**src/rtl/qci_pkg.sv**
```systemverilog
// Shared definitions for the quartic code inverter: the FSM state type,
// the datapath widths and the forward map F(x) = ((x*x) mod 32)^2.
package qci_pkg;

    localparam int CODE_W   = 10;
    localparam int X_W      = 4;
    localparam int NUM_CAND = 16;
    localparam int SQ_MOD_W = 5;

    typedef enum logic [1:0] {
        IDLE   = 2'd0,
        SEARCH = 2'd1,
        DONE   = 2'd2
    } state_t;

    // Forward map: square in 8 bits, keep the low 5 bits, square again in 10 bits.
    function automatic logic [CODE_W-1:0] fwd_map(input logic [X_W-1:0] x);
        logic [2*X_W-1:0]    sq;
        logic [SQ_MOD_W-1:0] s;
        sq = {{X_W{1'b0}}, x} * {{X_W{1'b0}}, x};
        s  = sq[SQ_MOD_W-1:0];
        return {{SQ_MOD_W{1'b0}}, s} * {{SQ_MOD_W{1'b0}}, s};
    endfunction

endpackage

```
**src/rtl/qci_lane.sv**
```systemverilog
// One search lane: flags whether candidate x maps onto the requested code y.
module qci_lane
    import qci_pkg::*;
(
    input  logic [X_W-1:0]    x,
    input  logic [CODE_W-1:0] y,
    output logic              match
);

    assign match = (fwd_map(x) == y);

endmodule

```
**src/rtl/quartic_code_inverter.sv**
```systemverilog
// Quartic code inverter: finds every x in 0..15 with F(x) == in_code by
// scanning LANES candidates per cycle, then reports the smallest match,
// the match count and a found flag.
// Optional feature macro: QCI_MATCH_MASK_EN adds out_mask[15:0] (bit x set iff F(x) == y).
//
// Handshake: a transfer happens on a rising clk edge where valid && ready.
// The producer holds in_valid/in_code until in_ready; the block holds
// out_valid and all result outputs stable until out_ready.
module quartic_code_inverter
    import qci_pkg::*;
#(
    parameter int LANES = 1
) (
    input  logic                clk,
    input  logic                rst_n,
    input  logic                in_valid,
    output logic                in_ready,
    input  logic [CODE_W-1:0]   in_code,
    output logic                out_valid,
    input  logic                out_ready,
    output logic                out_found,
    output logic [X_W-1:0]      out_value,
    output logic [X_W:0]        out_count,
`ifdef QCI_MATCH_MASK_EN
    output logic [NUM_CAND-1:0] out_mask,
`endif
    output state_t              dbg_state
);

    localparam int LAST_CAND = NUM_CAND - LANES;

    state_t              state;
    state_t              state_nxt;
    logic [X_W-1:0]      cand;
    logic [CODE_W-1:0]   code_q;
    logic [X_W-1:0]      lane_x     [LANES];
    logic                lane_match [LANES];
    logic                grp_any;
    logic [X_W-1:0]      grp_first;
    logic [X_W:0]        grp_cnt;
    logic                last_grp;
`ifdef QCI_MATCH_MASK_EN
    logic [NUM_CAND-1:0] grp_mask;
`endif

    assign in_ready  = (state == IDLE);
    assign dbg_state = state;
    assign last_grp  = (cand == X_W'(LAST_CAND));

    for (genvar i = 0; i < LANES; i++) begin : g_lane
        assign lane_x[i] = cand + X_W'(i);
        qci_lane u_lane (
            .x     (lane_x[i]),
            .y     (code_q),
            .match (lane_match[i])
        );
    end

    // Reduce the current group: lowest matching lane wins, count all matches.
    always_comb begin
        grp_any   = 1'b0;
        grp_first = '0;
        grp_cnt   = '0;
`ifdef QCI_MATCH_MASK_EN
        grp_mask  = '0;
`endif
        for (int i = LANES - 1; i >= 0; i--) begin
            if (lane_match[i]) begin
                grp_any   = 1'b1;
                grp_first = lane_x[i];
                grp_cnt   = grp_cnt + 5'd1;
`ifdef QCI_MATCH_MASK_EN
                grp_mask[lane_x[i]] = 1'b1;
`endif
            end
        end
    end

    // Next-state logic: accept in IDLE, scan in SEARCH, hold in DONE until taken.
    always_comb begin
        state_nxt = state;
        case (state)
            IDLE:    if (in_valid)              state_nxt = SEARCH;
            SEARCH:  if (last_grp)              state_nxt = DONE;
            DONE:    if (out_valid && out_ready) state_nxt = IDLE;
            default:                            state_nxt = IDLE;
        endcase
    end

    // State register.
    always_ff @(posedge clk or negedge rst_n) begin
        if (!rst_n) state <= IDLE;
        else        state <= state_nxt;
    end

    // Datapath: latch the code, accumulate group results, raise out_valid one cycle into DONE.
    always_ff @(posedge clk or negedge rst_n) begin
        if (!rst_n) begin
            cand      <= '0;
            code_q    <= '0;
            out_valid <= 1'b0;
            out_found <= 1'b0;
            out_value <= '0;
            out_count <= '0;
`ifdef QCI_MATCH_MASK_EN
            out_mask  <= '0;
`endif
        end else begin
            case (state)
                IDLE: begin
                    if (in_valid) begin
                        code_q    <= in_code;
                        cand      <= '0;
                        out_found <= 1'b0;
                        out_value <= '0;
                        out_count <= '0;
`ifdef QCI_MATCH_MASK_EN
                        out_mask  <= '0;
`endif
                    end
                end
                SEARCH: begin
                    cand      <= cand + X_W'(LANES);
                    out_count <= out_count + grp_cnt;
                    if (grp_any && !out_found) begin
                        out_found <= 1'b1;
                        out_value <= grp_first;
                    end
`ifdef QCI_MATCH_MASK_EN
                    out_mask  <= out_mask | grp_mask;
`endif
                end
                DONE: begin
                    out_valid <= !(out_valid && out_ready);
                end
                default: begin
                    out_valid <= 1'b0;
                end
            endcase
        end
    end

endmodule

```
**config.mk**
```make
export PLATFORM = sky130hd
export DESIGN_NAME = quartic_code_inverter
export DESIGN_NICKNAME = d
export VERILOG_FILES = /design/src/rtl/qci_pkg.sv /design/src/rtl/qci_lane.sv /design/src/rtl/quartic_code_inverter.sv
export SDC_FILE = /design/constraint.sdc
export NUM_CORES = 1
export LEC_CHECK = 0
export CORE_ASPECT_RATIO = 1.4
export CORE_MARGIN = 5
export CORE_UTILIZATION = 56
export CTS_CLUSTER_DIAMETER = 60
export DETAILED_ROUTE_END_ITERATION = 12
export PLACE_DENSITY_LB_ADDON = 0.08
export SLEW_MARGIN = 40
export SYNTH_ARGS = -nofsm -noshare
export SYNTH_HDL_FRONTEND = slang
export SYNTH_SLANG_ARGS = --single-unit
```
**constraint.sdc**
```tcl
create_clock -name clk -period 11.71 [get_ports clk]
set_input_delay 2.9275 -clock clk [delete_from_list [all_inputs] [get_ports clk]]
set_output_delay 2.9275 -clock clk [all_outputs]
set_load 0.01 [all_outputs]
```
# ---- Word-level counts from Yosys, hierarchy flattened
# Cells that the tools add are included.
dict set report word_totals {
  regBits 27
  input_bits 14
  output_inout_bits 14
  word_cells 47
}
dict set report op_classes {
  n_addsub 2
  mul 2
  n_eq_ne 8
  n_mux 17
  n_reduce_logical 11
}
# op count
set ops {}
lappend ops {{case mux 4 bit (2 select lines)} 2}
lappend ops {{two-way mux 4 bit} 3}
lappend ops {{== test 10 bit} 1}
lappend ops {{multiplier 5 x 5 -> 10 bit} 1}
lappend ops {{case mux 5 bit (2 select lines)} 1}
lappend ops {{inequality test 2 bit, second input constant} 4}
lappend ops {{two-way mux 2 bit} 3}
lappend ops {{case mux 2 bit (3 select lines)} 1}
lappend ops {{AND reduction 3 bit} 2}
lappend ops {{adder 5 bit} 1}
lappend ops {{multiplier 4 x 4 -> 5 bit} 1}
lappend ops {{two-way mux 5 bit} 1}
lappend ops {{adder 4 x 1 -> 4 bit, second input constant} 1}
lappend ops {{== test 4 bit, second input constant} 1}
lappend ops {{two-way mux 1 bit} 4}
lappend ops {{case mux 1 bit (2 select lines)} 2}
lappend ops {{AND reduction 2 bit} 2}
lappend ops {{== test 2 x 1 -> 1 bit, second input constant} 1}
lappend ops {{== test 2 bit, second input constant} 1}
lappend ops {{logical AND 1 bit} 2}
lappend ops {{zero test 1 bit} 2}
lappend ops {{zero test 2 bit} 1}
lappend ops {{nonzero test 2 bit} 1}
lappend ops {{OR reduction 2 bit} 1}

# ---- Logic depth before layout (Yosys ltp)
# Gate-level depths: netlist (run 1).
dict set report depth {
  ltp_word 7
  mapped_depth 17
  mapped_depth_nobuf 17
}

# ---- Hierarchy
# From an unflattened synthesis (run 1), not the netlist that was laid out.
dict set report hier_totals {
  hier_cells 148
  hier_area_um2 1634.1
}
# module n_inst cells_per_inst area_per_inst_um2 seq_area_each_um2
set modules_own_cells {}
lappend modules_own_cells {quartic_code_inverter 1 94 1179.9 675.6}
lappend modules_own_cells {qci_lane 1 54 454.2 0.0}

# ---- Worst setup path after synthesis (run 1)
# Ideal clock, no wire load.
dict set report synth_timing {
  kind {input -> register}
  from {input in_valid}
  to {register cand[2]}
  setup_ns 0.129
  arrival_ns 3.998
  setup_slack_ns 7.583
  cell_stages 7
  n_path_buf 2
  path_cell_list {or3b_2 -> clkbuf_1 -> clkbuf_1 -> nand2_1 -> o21ai_0 -> nand2_1 -> o21ai_0}
}
dict set report synth_between {
  elab_chain_len 2
}
# item line_no
set synth_rtl {}
lappend synth_rtl {{start, declared} quartic_code_inverter.sv:16} ;# input logic in_valid,
lappend synth_rtl {{inequality test 2 bit (no source line)} --}
lappend synth_rtl {{AND reduction 2 bit (no source line)} --}
lappend synth_rtl {{end signal, assigned} quartic_code_inverter.sv:123} ;# cand <= cand + X_W'(LANES);
lappend synth_rtl {{end, declared} quartic_code_inverter.sv:34} ;# logic [X_W-1:0] cand;
# Every way passes these cells.
# A chain may end at the register's enable or synchronous reset.

# ---- Final worst setup path (run 1)
dict set report layout_timing {
  from {register state[1], in the netlist dbg_state[1]}
  to {output in_ready}
}
dict set report layout_between {
  elab_chain_len 1
}
# item line_no
set layout_rtl {}
lappend layout_rtl {{start, declared} quartic_code_inverter.sv:32} ;# state_t state;
lappend layout_rtl {{start signal, assigned} quartic_code_inverter.sv:93} ;# else state <= state_nxt;
lappend layout_rtl {{zero test 2 bit} quartic_code_inverter.sv:46} ;# assign in_ready = (state == IDLE);
lappend layout_rtl {{end, declared} quartic_code_inverter.sv:17} ;# output logic in_ready,
# Every way passes these cells.

==> reports/qor.yml, run 1 <==
status:
  status: "finished clean"
worst_setup_path:
  critPathLaunchType: "flop"
  crit_chain: "nor2_1 -> clkdlybuf4s50_1"
  end_kind: "output pin"
  crit_arrival_ns: 1.52
  slowest_delay_ns: 0.55
  worstPathMaxFanout: 7
  required_ns: 8.78
  cp_slowest_cell: "clkdlybuf4s50_1"
  crit_type: "flop to output pin"
floorplanning:
  coreArea_sq_um: 2670
  die_w_um: 54.8
  floorplan.initialDensity: 0.590
  fp.dieH_um: 72.7
  dieArea_sq_um: 3990
  boundaryPins: 28
  rows: 22
power_and_ir_drop:
  leakage_uw: 0.000838
  power.density_nw_per_um2: 231
  ir_worst_vdd_v: 0.000147
timing:
  slew_viol_final: 0
  finalCritPeriodShare: 0.379
  rsz0062_at_grt: "no"
  whs_ns: 0.496
  worst_pin_slew_ns: 0.614
  period_needed_ns: 4.44
  fin_skew_ns: 0.00992
  hold_violations: 0
  setup_viol: 0
  fmax_mhz: 225
  fin_setup_tns_ns: 0
  max_slew_margin: 0.591
global_route:
  grt_pass1_wl_mm: 5.62
  track_usage: 0.193
  grt_overflow: 0
  grt_pass1_vias: 1299
  antenna_found_initial: 0
  grt_max_degree: 28
cts:
  path_clk_slew_ns: 0.15
  clk_latency_ns: 0.33
  post_cts_resized: 0
  cts_max_path_buffers: 2
  cts.sinks: 27
  cts-htree-levels: 1
  clock-root-buffer: "clkbuf_4"
  cts_setup_buffers: 0
  cts_tree: "yes"
  cts-buffers-inserted: 3
  cts_hold_buf: 0
drt:
  routedWlPerCell_um: 15.1
  drtAntennaViolNets: 0
  viasPerCell: 5.64
  vias: 1202
  drcViolationCount: 0
  first_pass_iters: 4
  drtIter0Drc: 19
  routed_wl_mm: 3.22
synth:
  synth-edff-count: 0
  ys_seq_elements: 27
  synth_area_leaders: "dfrtp_1 43%, ha_1 7.2%, mux2_2 7.2%"
  syn-instance-count: 152
  synth_flop_cell: "dfrtp_1"
  syn-num-nets: 177
  synth_top_area_cell: "dfrtp_1"
  synthDistinctLibCells: 32
  synth_top_area_frac: 0.429
  async_flop_share: 1.00
  netlist_area_sq_um: 1570
  yosys_warnings: 0
  syn_area_per_cell_sq_um: 10.4
  ys_seq_area_frac: 0.429
cells_and_area:
  n_antenna_cell: 0
  drive_gt1_frac: 0.113
  final_core_util: 0.708
  synthToLayoutAreaGrowth_pct: 20.0
  nets: 203
  design_area_sq_um: 1890
  stdcell_count: 213
placement:
  placed_area_sq_um: 1860
  placed_cells: 209
  gp_congestion: 0.783
  dp_hpwl_mm: 2.52
  port_buffers: 27
worst_hold_path:
  hold_path.class: "flop to flop"
flow_run:
  timing.max_cap.violations: 0
==> worst paths after layout <==
kind,end,start,slack [ns],cells past startpoint
hold / removal,out_count[4],out_count[4],0.50,1
max in group asynchronous,cand[1],rst_n,8.73,1
setup reg to reg,out_count[4],cand[0],7.39,15
hold reg to reg,out_count[4],out_count[4],0.50,1
min in group asynchronous,out_valid,rst_n,2.58,1
setup / recovery,in_ready,dbg_state[1],7.27,2
==> flip-flops by register name, summed over array words and instances (netlist names) <==
signal and flops:
code_q 10, out_count 5, out_value 4, out_valid 1, out_found 1, dbg_state 2, cand 4
==> synth_stat cells, types with 3 or more instances <==
library cell   n
a211oi_1       3
a21oi_1        4
clkbuf_1       6
dfrtp_1       27
ha_1           9
inv_1          9
mux2_2        10
mux2i_1        4
nand2_1       19
nand3_1        7
nand4_1        4
nor2_1         8
o21ai_0        8
xnor2_1        9
==> cell families (layout without fill, tap and decap cells) <==
family,count (synthesis),count (layout),synth area share
buf+inv,15,40,0.0358
compound gates,24,24,0.110
xor+xnor,12,12,0.0755
fa+ha+maj,11,11,0.0970
mux,14,14,0.0970
flops,27,27,0.429
simple gates,49,49,0.156
==> worst max-delay path, delay by kind of cell, from the launching register on <==
kind	cells	cell delay [ns]
AND/OR/NAND/NOR	1	0.16
buffers and inverters	1	0.55
flip-flops	1	0.46
==> routing by layer <==
metal	global-route usage	part of all wire	vias up
li1	-	-	577
met1	0.201	0.38	595
met2	0.350	0.56	25
met3	0.0286	0.036	5
met4	0.102	0.017	0
met5	0	0	-
==> stage by stage <==
stage | total power (uW) | setup slack (ns)
floorplan | 331 | 7.58
global placement | 384 | 7.13
detailed placement | 397 | 7.07
CTS | 437 | 7.26
global route | 473 | 7.14
finish | 436 | 7.27
==> layout by cell type, fill, tap and decap left out, drive strengths merged, types with 4 or more instances in the layout <==
master,count
nor2,8
clkdlybuf4s50,26
dfrtp,27
ha,9
o21ai,8
nand3,7
nand2,19
mux2i,4
nand4,4
inv,9
xnor2,9
a21oi,4
mux2,10
==> final cells by class <==
class | instances | area (sq um)
multi-input combinational | 110 | 842
fill | 215 | 781
sequential | 27 | 676
timing repair buffer | 27 | 265
tap | 36 | 45.0
inverter | 9 | 33.8
clock buffer | 3 | 22.5
clock inverter | 1 | 5.00
==> power breakdown <==
part	leakage [uW]	internal [uW]	switching (uW)
combinational	0.000477	115	122
clock	0.0000177	12.8	28.5
sequential	0.000344	126	32.3
No activity file was read; power rests on OpenSTA's default activity.
==> run 2: changes to the inputs <==
--- a/config.mk
+++ b/config.mk
@@ -7,7 +7,7 @@
 export LEC_CHECK = 0
 export CORE_ASPECT_RATIO = 1.4
 export CORE_MARGIN = 5
-export CORE_UTILIZATION = 56
+export CORE_UTILIZATION = 52
 export CTS_CLUSTER_DIAMETER = 60
 export DETAILED_ROUTE_END_ITERATION = 12
 export PLACE_DENSITY_LB_ADDON = 0.08
==> constraint.sdc (replaced) <==
create_clock -name clk -period 4.2 [get_ports clk]
set_input_delay 1.05 -clock clk [delete_from_list [all_inputs] [get_ports clk]]
set_output_delay 1.05 -clock clk [all_outputs]
set_load 0.01 [all_outputs]
==> run 2 against run 1 <==
- first-iteration DRC count rose by 95%
- routed wire length rose by 1.6%
- combinational power rose to 3.0 times the previous value
- design area rose by 4.4%
- non-clock buffer count rose by 3
- cell count rose by 1.9%
- sequential share of layout area fell by 1.3 points
==> reports/qor.yml, run 2 (synthesis gave the netlist of run 1 again) <==
cells_and_area:
  final_cell_mix: "27 x clkdlybuf4s50_1, 24 x dfrtp_1, 18 x nand2_1"  # was 27 x dfrtp_1, 26 x clkdlybuf4s50_1, 19 x nand2_1
  largest_reg_flops: 10  # unchanged
  drive_gt1_frac: 0.172  # was 0.113
  n_antenna_cell: 0  # unchanged
  regMostFlops: "code_q"  # unchanged
  synthToLayoutAreaGrowth_pct: 25.3  # was 20.0%
  layout_commonest_cell: "clkdlybuf4s50_1"  # was dfrtp_1
  nets: 206  # was 203
  reg.largest.list: "code_q: 10 flops, out_count: 5 flops"  # unchanged
cts:
  cts_tree: "yes"  # unchanged
  cts-htree-levels: 1  # unchanged
  cts_hold_buf: 0  # unchanged
  clk_latency_ns: 0.27  # was 0.33 ns
  cts_max_path_buffers: 2  # unchanged
  cts-buffers-inserted: 3  # unchanged
  path_clk_slew_ns: 0.09  # was 0.15 ns
  clock-root-buffer: "clkbuf_8"  # was clkbuf_4
  cts.sinks: 27  # unchanged
power_and_ir_drop:
  p_sw_frac: 0.411  # was 0.419
  power.density_nw_per_um2: 662  # was 231 nW/um^2
  p_switching_uw: 536  # was 183 uW
  leakage_uw: 0.000863  # was 0.000838 uW
  ir_worst_vdd_v: 0.000425  # was 0.000147 V
  p_int_uw: 770  # was 253 uW
  p_comb_frac: 0.546  # was 0.543
  p_total_uw: 1310  # was 436 uW
  pwr-share-seq: 0.341  # was 0.362
  clockPowerShare: 0.113  # was 0.095
drt:
  routed_wl_mm: 3.27  # was 3.22 mm
  vias: 1215  # was 1202
  routedWlPerCell_um: 15.0  # was 15.1 um
  viasPerCell: 5.60  # was 5.64
  drtAntennaViolNets: 0  # unchanged
  first_pass_iters: 4  # unchanged
  drtIter0Drc: 37  # was 19
  drcViolationCount: 0  # unchanged
worst_setup_path:
  crit_path_frequent_cell: "ha_1"
  cp_slowest_cell: "fa_1"  # was clkdlybuf4s50_1
  required_ns: 4.36  # was 8.78 ns
  slowest_delay_ns: 0.48  # was 0.55 ns
  crit_type: "flop to flop"  # was flop to output pin
  critPathLaunchType: "flop"  # unchanged
  crit_chain: "ha_1 -> inv_1 -> fa_2 -> xnor2_2 -> xnor2_1 -> nand2_2 -> nor2_2 -> fa_1 -> xnor2_1 -> nand4_1 -> or3_1 -> a211oi_2 -> ha_1 -> ha_1 -> nand4_1 -> nand3_1 -> o21ai_0"  # was nor2_1 -> clkdlybuf4s50_1
  end_kind: "flop"  # was output pin
  worstPathMaxFanout: 7  # unchanged
  crit_arrival_ns: 4.00  # was 1.52 ns
global_route:
  grt_busiest_layer: "met2"  # unchanged
  grt_overflow: 0  # unchanged
  grt_pass1_vias: 1276  # was 1299
  antenna_found_initial: 0  # unchanged
  met3_usage: 0.0154  # was 0.0286
  use_met2: 0.324  # was 0.350
  grt_use_met1: 0.173  # was 0.201
  track_usage: 0.168  # was 0.193
  grt_pass1_wl_mm: 5.53  # was 5.62 mm
  grt_max_degree: 28  # unchanged
placement:
  dp_slack_ns: -0.0157  # was 7.07 ns
  dp_hpwl_mm: 2.41  # was 2.52 mm
  gp_congestion: 0.801  # was 0.783
  port_buffers: 27  # unchanged
worst_hold_path:
  hold_path.class: "flop to flop"  # unchanged
floorplanning:
  boundaryPins: 28  # unchanged
  rows: 23  # was 22
  die_w_um: 56.5  # was 54.8 um
  fp.dieH_um: 75.1  # was 72.7 um
  floorplan.initialDensity: 0.547  # was 0.590
  dieArea_sq_um: 4240  # was 3990 sq um
  coreArea_sq_um: 2880  # was 2670 sq um
status:
  status: "finished clean"  # unchanged
timing:
  finalWorstSetupSlack_ns: 0.356  # was 7.27 ns
  period_needed_ns: 3.84
  slew_viol_final: 0  # unchanged
  hold_violations: 0  # unchanged
  fmax_mhz: 260
  setup_viol: 0  # unchanged
  max_slew_margin: 0.608  # was 0.591
  fin_setup_tns_ns: 0  # unchanged
  rsz0062_at_grt: "no"  # unchanged
  fin_skew_ns: 0.00636  # was 0.00992 ns
  finalCritPeriodShare: 0.915
  worst_pin_slew_ns: 0.589  # was 0.614 ns
flow_run:
  timing.max_cap.violations: 0  # unchanged
## run 2: worst paths after layout
path | start | endpoint | slack, ns | cells past startpoint
hold reg to reg | out_count[4] | out_count[4] | 0.50 | 1
hold / removal | out_count[4] | out_count[4] | 0.50 | 1
setup reg to reg | cand[1] | out_count[4] | 0.36 | 17
max in group asynchronous | rst_n | cand[1] | 2.78 | 2
setup / recovery | cand[1] | out_count[4] | 0.36 | 17
min in group asynchronous | rst_n | code_q[6] | 1.14 | 2
## run 2: power by group through the flow
| stage | clock network (uW) | registers [uW] | logic [uW] |
|---|---|---|---|
| 2_1_floorplan | 0 | 424 | 498 |
| 5_1_grt | 169 | 460 | 776 |
| 3_5_place_dp | 0 | 445 | 663 |
| 3_3_place_gp | 0 | 437 | 639 |
| 6_report | 148 | 445 | 713 |
| 4_1_cts | 155 | 441 | 667 |
## run 2: repair_timing
action,in CTS,in global routing
setup buffers,0,2
pin swaps,0,4
resized for setup,1,10
endpoints found under the setup margin,2,8
## run 2: area by class of cell
type / instances / area, sq um
Timing Repair Buffer: 30 / 293
Inverter: 9 / 33.8
Clock buffer: 4 / 45.0
Tap cell: 37 / 46.3
Fill cell: 233 / 906
Sequential cell: 27 / 679
Multi-Input combinational cell: 110 / 875
## run 2: layer usage
layer / part of all wire / routed length (um) / vias up
met5: 0 / 0 / -
met1: 0.40 / 1310 / 596
met4: 0.029 / 96 / 0
li1: - / - / 585
met2: 0.53 / 1730 / 26
met3: 0.037 / 122 / 8
## run 2: stage by stage
stage | instances | instance area (sq um) | hold WS, ns | util
after floorplan | 152 | 1570 | 0.479 | -
after CTS | 215 | 1920 | 0.503 | 0.668
final | 217 | 1970 | 0.498 | 0.685
after global routing | 217 | 1970 | 0.535 | 0.685
after global placement | 211 | 1880 | 0.478 | 0.652
after detailed placement | 211 | 1880 | 0.486 | 0.652
## run 2: critical path: cells and delay by family (launching register included)
family | cells | cell delay (ns)
AND/OR/NAND/NOR | 6 | 1.03
XOR/XNOR | 3 | 0.51
flip-flops | 1 | 0.45
AO/OA/AOI/OAI | 2 | 0.27
adder cells (fa/ha/maj) | 5 | 1.40
buffers and inverters | 1 | 0.06
==> RTL change 1, RTL diff (flow settings as in run 2) <==
The package constant `CODE_W` goes from 10 to 14.
--- a/src/rtl/qci_pkg.sv
+++ b/src/rtl/qci_pkg.sv
@@ -2,7 +2,7 @@
 // the datapath widths and the forward map F(x) = ((x*x) mod 32)^2.
 package qci_pkg;
 
-    localparam int CODE_W   = 10;
+    localparam int CODE_W   = 14;
     localparam int X_W      = 4;
     localparam int NUM_CAND = 16;
     localparam int SQ_MOD_W = 5;
Ports: changed (resized in_code); port bits go from 28 to 32. No check against the original RTL was run, so the function may have changed too.
==> RTL change 1 against run 2 <==
- fmax is 2.1% lower
- area after synthesis grew 9.3%
- total power up 14%
- hold slack worse by 20 ps
- count of clock-buffer cells in the layout is 2 higher
- combinational power decreased by 2%
- worst setup slack got worse by 84 ps
- routed wire length is 4.6% higher
- sequential cell count grew 4
- cell area grew 11%
- largest power group unchanged
==> RTL change 1: results (changes against run 2) <==
Non-clk bufs -> 33 (was 30)
total routed wirelength -> 3416 um (was 3265 um)
Seq/Total Area, Yosys -> 45.09% (was 42.93%)
Worst slew margin -> 55.32% (was 60.75%)
P_leak -> 1.053 nW (was 0.8626 nW)
Max FO, Critical Path -> 7 (unchanged)
number of I/O port buffers -> 31 (was 27)
Placed Cells -> 254 (was 211)
fraction of area in registers -> 35.34% (was 34.45%)
Detailed Place HPWL -> 2570 um (was 2414 um)
Synth top cells by count -> nand2_1 (61), dfrtp_1 (31), nor2_1 (11), o21ai_0 (10), ha_1 (9) (was dfrtp_1 (27), nand2_1 (19), mux2_2 (10))
Worst Hold Path EP -> code_q[10] (was out_count[4])
Synth Instances -> 189 (was 152)
H-tree level count -> 2 (was 1)
maximum VDD drop -> 0.0004555 V (was 0.0004252 V)
WHS -> 478.1 ps (was 498.5 ps)
clock skew -> 4.205 ps (was 6.358 ps)
largest net degree at the start of global routing -> 32 (was 28)
GPL Wtd Cong -> 0.8570 (was 0.8013)
HP Start -> code_q[10] (was out_count[4])
Worst Setup EP -> out_count[4] (unchanged)
pre-CTS WS -> 89.41 ps (was -15.74 ps)
clock sinks -> 31 (was 27)
Clock buf/inv share -> 5.350% (was 2.284%)
Multi-In Gates -> 144 (was 110)
clk slew on worst S/H paths -> 60 ps (was 90 ps)
dpl cell area -> 2067 sq um (was 1876 sq um)
Syn Area/Cell -> 9.103 sq um (was 10.36 sq um)
Cell variety after synth -> 32 (unchanged)
routed vias -> 1325 (was 1215)
dominant cells by area after synthesis -> dfrtp_1 (45%), nand2_1 (13%), ha_1 (6.5%), xnor2_1 (3.1%), o21ai_0 (2.9%) (was dfrtp_1 (43%), ha_1 (7.2%), mux2_2 (7.2%), xnor2_1 (5.0%), nand2_1 (4.5%))
share of layout cells above drive strength 1 -> 8.969% (was 17.22%)
nets@finish -> 251 (was 206)
syn nets -> 218 (was 177)
buffering overhead -> 14.80% (was 14.85%)
Reg2Reg Setup Slack -> 270 ps (was 360 ps)
number of global-route vias before repair -> 1340 (was 1276)
hold depth -> 2 (was 1)
number of clock buffers in the layout -> 6 (was 4)
Inverters -> 7 (was 9)
worst min path class -> flop to flop (unchanged)
first-pass GRT wire length -> 5899 um (was 5526 um)
critical path arrival -> 4090 ps (was 4000 ps)
Iter 0 DRT Violations -> 57 (was 37)
Largest regs -> code_q (14), out_count (5) (was code_q (10), out_count (5))
register area -> 777.0 sq um (was 679.4 sq um)
R2R depth -> 18 (was 17)
fillers -> 259 (was 233)
final worst-path cycle share -> 93.52% (was 91.52%)
area of the multi-input gates -> 903.4 sq um (was 874.6 sq um)
reg-to-reg critical path endpoint -> out_count[4] (unchanged)
status -> completed (unchanged)
Root Buffer -> clkbuf_8 (unchanged)
wire per inst -> 13.04 um (was 15.05 um)
total CTS buffers -> 5 (was 3)
GR Util All Layers -> 16.72% (was 16.80%)
Max stage delay on crit path -> 450 ps (was 480 ps)
largest buffer count on any clock path -> 2 (unchanged)
[RTL change 1: cells by family after synthesis]
group           share of synthesized area [%]
flops                                   45.09
mux                                     2.327
xor+xnor                                8.291
fa+ha+maj                               8.873
buf+inv                                 3.127
simple gates                            25.46
compound gates                          6.837
[RTL change 1: what timing repair did]
action                                  in CTS  in global routing
resized for setup                            0                  4
hold endpoints to repair                     0                  0
hold buffers                                 0                  0
endpoints found under the setup margin       0                  4
[RTL change 1: per-layer routing]
metal	global-route usage, %	up-vias	wire length [um]
li1	-	679	-
met1	18.53	610	1382
met2	29.53	30	1778
met3	4.433	6	192
met4	7.029	0	63
met5	0	-	0
[RTL change 1: report_power, final]
part           total, mW  leakage (nW)  switching (mW)  internal, mW
sequential         0.495         0.399          0.0889         0.406
combinational      0.697         0.593           0.374         0.322
clock              0.299        0.0612           0.107         0.192
total               1.49          1.05           0.571         0.920
==> RTL change 2, RTL diff (config.mk and constraints of run 2) <==
Without the edit above. Make the reset (`rst_n`) synchronous in 2 clocked blocks.
--- a/src/rtl/quartic_code_inverter.sv
+++ b/src/rtl/quartic_code_inverter.sv
@@ -88,13 +88,13 @@
     end
 
     // State register.
-    always_ff @(posedge clk or negedge rst_n) begin
+    always_ff @(posedge clk) begin
         if (!rst_n) state <= IDLE;
         else        state <= state_nxt;
     end
 
     // Datapath: latch the code, accumulate group results, raise out_valid one cycle into DONE.
-    always_ff @(posedge clk or negedge rst_n) begin
+    always_ff @(posedge clk) begin
         if (!rst_n) begin
             cand      <= '0;
             code_q    <= '0;
Check against the original RTL: differs if rst_n is asserted again (counterexample within 4 cycles, from zero or initial values and one cycle with rst_n low); with rst_n held inactive, the same outputs for 10 cycles.
==> RTL change 2 against run 2 <==
- sequential cell count unchanged
- count of clock-buffer cells in the layout decreased by 1
- non-clock buffer count increased by 4
- cell area increased by 4.5%
- highest routed layer unchanged
- area after synthesis increased by 2.8%
- sequential share of layout area decreased by 8.0 points
- worst setup slack got worse by 200 ps
- routed wire length increased by 10%
- final cell count increased by 16%
- clock skew decreased by 3.3 ps
- critical path depth decreased by 1
Power is not compared: it rests on default switching activity, and its combinational part moved more than twofold at a synthesized area within 25%.
==> RTL change 2: results (changes against run 2) <==
dominant cells by area after synthesis -> dfxtp_1 (33%), ha_1 (7.0%), nand2_1 (6.7%), xnor2_1 (6.5%), a21boi_0 (5.1%) (was dfrtp_1 (43%), ha_1 (7.2%), mux2_2 (7.2%), xnor2_1 (5.0%), nand2_1 (4.5%))
Cell variety after synth -> 38 (was 32)
Iter 0 DRT Violations -> 25 (was 37)
Max FO, Critical Path -> 4 (was 7)
status -> completed (unchanged)
Synth top cells by count -> nand2_1 (29), dfxtp_1 (27), xnor2_1 (12), a21boi_0 (11), nor2b_1 (10) (was dfrtp_1 (27), nand2_1 (19), mux2_2 (10))
first-pass GRT wire length -> 6016 um (was 5526 um)
total routed wirelength -> 3598 um (was 3265 um)
HP Start -> code_q[9] (was out_count[4])
pre-CTS WS -> -52.45 ps (was -15.74 ps)
Critical R2R Launch -> cand[0] (was cand[1])
critical path arrival -> 4210 ps (was 4000 ps)
nets@finish -> 238 (was 206)
Vias/cell -> 5.291 (was 5.599)
GR Util All Layers -> 16.95% (was 16.80%)
Max stage delay on crit path -> 540 ps (was 480 ps)
met3 WL -> 105 um (was 122 um)
Critical-path top delay cell -> or4_4 (was fa_1)
Seq/Total Area, Yosys -> 33.41% (was 42.93%)
mux share of post-synthesis cell area -> 3.867% (was 9.698%)
top-count cell post-synth -> nand2_1 (was dfrtp_1)
compound-cell area share of the yosys netlist -> 16.32% (was 10.97%)
GPL Wtd Cong -> 0.7822 (was 0.8013)
largest net degree at the start of global routing -> 32 (was 28)
xor/xnor cell area share of the yosys netlist -> 8.507% (was 7.552%)
[RTL change 2: cell count changes in the layout (fill, tap and decap cells not counted), moves of 4 or more]
cell      change
dfrtp_1      -24
dfxtp_1      +24
a21boi_0     +11
nand2_1      +11
mux2_2        -8
nor2b_1       +8
a22oi_1       +6
and2_1        +6
o21ai_0       -5
buf_4         +4
inv_1         -4
[RTL change 2: through the flow]
| step | cells | util [%] | cell area [sq um] |
|---|---|---|---|
| 2_1_floorplan | 183 | - | 1618 |
| 3_5_place_dp | 246 | 63.56 | 1947 |
| 3_3_place_gp | 246 | 63.56 | 1947 |
| 5_1_grt | 251 | 67.28 | 2061 |
| 4_1_cts | 250 | 65.89 | 2018 |
| 6_report | 251 | 67.28 | 2061 |
[RTL change 2: layout make-up]
cell class | instances | area, sq um
clock buffer | 3 | 41.29
clock inverter | 1 | 5.005
fill | 264 | 1002
inverter | 5 | 18.77
multi-input combinational | 142 | 1085
sequential | 27 | 544.3
tap | 39 | 48.80
timing repair buffer | 34 | 317.8
[RTL change 2: power breakdown]
part	switching (mW)	internal [mW]	leakage [nW]
clock	0.0847	0.0666	0.0255
combinational	0.0379	0.0426	0.530
sequential	0.00845	0.265	0.221
[RTL change 2: per-layer routing]
layer,vias to the layer above,GRT usage (%)
li1,686,-
met1,609,17.59
met2,25,32.72
met3,8,2.373
met4,0,6.497
met5,-,0
[RTL change 2: critical path: cells and delay by family, from the launching register on]
kind                     cells  cell delay, ps
adder cells (fa/ha/maj)      5            1360
AND/OR/NAND/NOR              4            1000
XOR/XNOR                     3             470
flip-flops                   1             370
multiplexers                 1             340
AO/OA/AOI/OAI                2             340
buffers and inverters        1              60
[RTL change 2: kinds of logic after synthesis]
logic type / count (synthesis)
AOI/OAI and AO/OA: 34
muxes: 6
adders and majority gates: 11
and+or+nand+nor: 77
xor gates and xnor gates: 14
buffers and inverters: 14
DFF: 27
[RTL change 2: path summary, 6_finish.rpt]
check | end | slack, ps | cells past startpoint
worst max-delay path | out_count[2] | 160 | 16
worst min-delay path | code_q[9] | 470 | 2
worst max register to register | out_count[2] | 160 | 16
worst min register to register | code_q[9] | 470 | 2
[RTL change 2: repair_timing]
item / CTS / global route
hold buffers: 0 / 0
pin swaps: 1 / 4
resized for setup: 7 / 9
setup endpoints to repair: 2 / 2
setup buffers: 0 / 1
